--- config.mk ---
export PLATFORM = sky130hd
export DESIGN_NAME = quad_decoder
export DESIGN_NICKNAME = d
export VERILOG_FILES = /design/src/rtl/quad_decoder_pkg.sv /design/src/rtl/quad_decoder_sync.sv /design/src/rtl/quad_decoder.sv
export SDC_FILE = /design/constraint.sdc
export NUM_CORES = 1
export LEC_CHECK = 0
export CELL_PAD_IN_SITES_DETAIL_PLACEMENT = 1
export CELL_PAD_IN_SITES_GLOBAL_PLACEMENT = 2
export CORE_MARGIN = 5
export CORE_UTILIZATION = 33
export DETAILED_ROUTE_END_ITERATION = 8
export PLACE_DENSITY_LB_ADDON = 0.15
export SLEW_MARGIN = 15
export SYNTH_ARGS = -nofsm -noshare
export SYNTH_HDL_FRONTEND = slang
export SYNTH_HIERARCHICAL = 1
export SYNTH_SLANG_ARGS = --single-unit
--- constraint.sdc ---
create_clock -name clk -period 3 [get_ports clk]
set_input_delay 0.45 -clock clk [delete_from_list [all_inputs] [get_ports clk]]
set_output_delay 0.45 -clock clk [all_outputs]
set_load 0.01 [all_outputs]
--- src/rtl/quad_decoder_pkg.sv ---
// quad_pkg: phase-state constants, up-order successor and priming FSM encodings
package quad_pkg;

    localparam logic [1:0] QS_00 = 2'b00;
    localparam logic [1:0] QS_10 = 2'b10;
    localparam logic [1:0] QS_11 = 2'b11;
    localparam logic [1:0] QS_01 = 2'b01;

    typedef enum logic {IDLE = 1'b0, RUN = 1'b1} prime_t;

    function automatic logic [1:0] up_next(input logic [1:0] s);
        return s == QS_00 ? QS_10 :
               s == QS_10 ? QS_11 :
               s == QS_11 ? QS_01 : QS_00;
    endfunction

endpackage

--- src/rtl/quad_decoder_sync.sv ---
// bit_sync: N-stage single-bit synchronizer, synchronous reset to 0
module bit_sync #(
    parameter int N = 2
) (
    input  logic clk,
    input  logic reset,
    input  logic raw,
    output logic synced
);

    logic [N-1:0] stages;

    // shift the raw level through the flop chain
    always_ff @(posedge clk) begin
        if (reset) stages <= '0;
        else       stages <= {stages[N-2:0], raw};
    end

    assign synced = stages[N-1];

endmodule

--- src/rtl/quad_decoder.sv ---
// quad_decoder: 4x quadrature decoder producing direction, step/err pulses and a wrapping position
module quad_decoder
    import quad_pkg::*;
#(
    parameter int WIDTH       = 4,
    parameter int SYNC_STAGES = 2
) (
    input  logic             clk,
    input  logic             reset,
    input  logic             enc_a,
    input  logic             enc_b,
    input  logic             clear,
    output logic [WIDTH-1:0] count,
    output logic             up_down,
    output logic             step,
    output logic             err
);

    logic       a_s, b_s;
    logic [1:0] cur, prev, fill;
    logic       is_up, is_dn, is_bad;
    prime_t     fsm;

    bit_sync #(.N(SYNC_STAGES)) sync_a (.clk(clk), .reset(reset), .raw(enc_a), .synced(a_s));
    bit_sync #(.N(SYNC_STAGES)) sync_b (.clk(clk), .reset(reset), .raw(enc_b), .synced(b_s));

    assign cur    = {a_s, b_s};
    assign is_up  = cur == up_next(prev);
    assign is_dn  = prev == up_next(cur);
    assign is_bad = (cur ^ prev) == 2'b11;

    // prime prev once the reset zeros have drained from the synchronizers, then classify each sample
    always_ff @(posedge clk) begin
        if (reset) begin
            fsm     <= IDLE;
            fill    <= '0;
            prev    <= QS_00;
            count   <= '0;
            up_down <= 1'b1;
            step    <= 1'b0;
            err     <= 1'b0;
        end else begin
            prev <= cur;
            step <= 1'b0;
            err  <= 1'b0;
            if (fsm == IDLE) begin
                fill <= fill + 1'b1;
                if (fill == 2'(SYNC_STAGES)) fsm <= RUN;
            end else if (is_up) begin
                count   <= count + 1'b1;
                up_down <= 1'b1;
                step    <= 1'b1;
            end else if (is_dn) begin
                count   <= count - 1'b1;
                up_down <= 1'b0;
                step    <= 1'b1;
            end else if (is_bad) begin
                err <= 1'b1;
            end
            if (clear) count <= '0;
        end
    end

endmodule
==> reports/results.env <==
OUTCOME='finished, final reports clean'
STARTING_DENSITY_OF_THE_CORE=0.347
CTS_TREE='done'
MIN_PERIOD_OVER_PERIOD=0.714
NUMBER_OF_VIAS_PER_CELL=4.64
SETUP-VIOLATIONS-FINAL=0
TIMING.MAX_CAP.VIOLATIONS=0
ROUTE.DETAILED.WL_PER_INST_UM=11.2
GRT_ANTENNA_BEFORE_REPAIR=0
P_LEAK_uW=0.000306
FINAL_WIRELENGTH_UM=1210
GRT_PASS1_VIAS=521
RELSLEWSLACK=0.676
HOLD_PATH.STARTPOINT='sync_a/stages[0]'
DRT_FIRST_PASS_ITERS=3
NUMCLOCKSINKS=16
SYN2LAYOUT_AREA_GROWTH_PCT=24.9
WORST_IR_DROP_VDD_uV=335
ANT_NETS=0
CTS_REPAIR_RESIZE_COUNT=0
GRT_MAX_DEGREE=16
FLOORPLAN.IO_PINS=12
REG2REG_FROM='prev[1]'
DIE_W_UM=55.7
HOLD_PATH_CLASS='flop to flop'
H_TREE_LEVELS=1
SYN_AVG_CELL_AREA_SQ_UM=10.1
FLOORPLAN.DIE.HEIGHT_UM=55.7
FINAL_HOLD_VIOL_COUNT=0
TIMING_WORST_SLEW_PIN_VALUE_PS=485
SEQ_AREA_FRAC_SYNTH=0.465
NUMCTSBUFFERS=3
FLOORPLAN.CORE_AREA_SQ_MM=0.00198
POST_SYNTH_INST_COUNT=68
YS.WARNINGS.COUNT=6
WORSTSKEWPAIRLATENCY_PS=300
SYNTHFLOPTYPE='dfxtp_1'
SKEW_PS=11.8
FIN_CRIT_PS=2140
SETUP_TNS_PS=0
NETLIST_AREA_PRE_PLACE_SQ_UM=688
CRITICAL_PATH_MAXIMUM_FANOUT=5
FP.DIEAREA_SQ_MM=0.00310
MULTI_INPUT_AREA_SQ_UM=352
CRITPATHLAUNCHTYPE='flop'
WORST_SETUP_HOLD_PATH_CLK_SLEW_PS=110
WORST_SETUP_PATH_END_KIND='flop'
GRT_UTIL_ALL_LAYERS=0.0920
NUMBER_OF_INSERTED_DIODES=0
DETAIL_ROUTE.ITER0.VIOLATIONS=3
WORST-SETUP-PATH-TYPE='flop to flop'
SYNTH.LIB_CELLS_USED.DISTINCT=27
NETS=91
SYNTH-EDFF-COUNT=0
POWER.DENSITY_mW_PER_MM2=594
VIAS=501
SYNTH_FP_NETS=77
REPORT.FINAL.SLEW_VIOL_COUNT=0
SYNTH.FF_LATCH_COUNT=16
CLK_ROOT_BUFFER_CELL='clkbuf_4'
FMAXACHIEVABLE_MHz=467
POSTLAYOUTCOREUTIL=0.434
CRIT_START='prev[1]'
PLACE.PORT_BUFFERS=11
SETUP_BUFS_POST_CTS=0
SETUP_REPAIR_AFTER_GLOBAL_ROUTING_MISSED_ITS_MARGIN='false'
CRIT_REQUIRED_PS=3230
LAYOUT-DRIVE-GT1-SHARE=0.111
GRT_PASS1_WL_UM=2260
FILLER_CELL_COUNT=231
ROWS=16
DPL.HPWL_UM=906
CTSHOLDBUFFERS=0
ASYNCSETRESETFLOPFRACSYNTH=0
REGISTER_AREA_SQ_UM=320
PLACE_CONGESTION=0.816
DRC=0
CTS_BUFFER_DEPTH=2
GRT_OVERFLOW=0
ARRIVAL_PS=2370
## Yosys cell counts, types with 2 or more instances
master / count / area share
dfxtp_1: 16 / 0.47
nor2_1: 8 / 0.044
nor2b_1: 6 / 0.055
a21oi_1: 5 / 0.036
xnor2_1: 4 / 0.051
ha_1: 3 / 0.055
nand2_1: 2 / 0.011
nand3_1: 2 / 0.015
or2_1: 2 / 0.018
or3_1: 2 / 0.018
xor2_1: 2 / 0.025
## flip-flops by register name, summed over array words and instances, names as in the netlist
| name | cells |
|---|---|
| count | 4 |
| fill | 2 |
| prev | 2 |
| sync_a/stages | 2 |
| sync_b/stages | 2 |
| err | 1 |
| fsm | 1 |
| step | 1 |
| up_down | 1 |
## report_power, final
group / total, uW / internal (uW) / leakage [uW] / switching [uW]
Sequential: 261 / 237 / 0.000131 / 24.3
Combinational: 102 / 48.7 / 0.000154 / 53.0
Clock: 148 / 73.9 / 0.0000210 / 74.0
Total: 511 / 359 / 0.000306 / 151
## cells by family after synthesis
group / after synthesis / share of synthesized area
simple gates: 23 / 0.169
flops: 16 / 0.465
compound gates: 12 / 0.120
xor+xnor: 8 / 0.124
buf+inv: 4 / 0.0236
fa+ha+maj: 4 / 0.0836
mux: 1 / 0.0145
## worst paths after layout
kind                           end  cells past startpoint  slack (ps)
setup / recovery          count[3]                      7         860
hold / removal    sync_a/stages[1]                      1         450
setup reg to reg          count[3]                      7         860
hold reg to reg   sync_a/stages[1]                      1         450
## per-stage QoR
step	hold WS, ps	cells	setup slack [ps]	area (sq um)	total power [uW]
after floorplan	414	68	1000	688	339
after global placement	416	104	960	823	365
after detailed placement	427	104	854	823	369
after CTS	451	108	830	860	520
after global routing	468	108	714	860	548
final	446	108	859	860	511
## cell usage in the layout, fill, tap and decap left out, types with 2 or more instances in the layout
cell type | synthesis | final
xor2_1 | 2 | 2
xnor2_1 | 4 | 4
dfxtp_1 | 16 | 16
nand2_1 | 2 | 2
clkbuf_4 | 0 | 3
ha_1 | 3 | 3
or3_1 | 2 | 2
nand3_1 | 2 | 2
a21oi_1 | 5 | 5
nor2_1 | 8 | 8
nor2b_1 | 6 | 6
clkdlybuf4s50_1 | 0 | 11
or2_1 | 2 | 2
## routing by layer
layer	track usage	routed length (um)	vias to the layer above
met5	0	0	-
met4	0.0208	13	0
met3	0.0557	82	2
met2	0.135	509	13
met1	0.114	599	229
li1	-	-	257
## cell type report
cell class,count,share of cell area
Clock buffer,4,0.0422
Inverter,2,0.00873
Multi-Input combinational cell,48,0.409
Sequential cell,16,0.373
Tap cell,27,0.0393
Timing Repair Buffer,11,0.128
## worst max-delay path: stages, from the launching register on
cell	delay [ps]
dfxtp_1	350
xor2_2	210
or2_1	310
ha_1	360
a21oi_1	100
a211o_2	340
a211oi_2	210
mux2i_1	200
No activity file was read; power rests on OpenSTA's default activity.
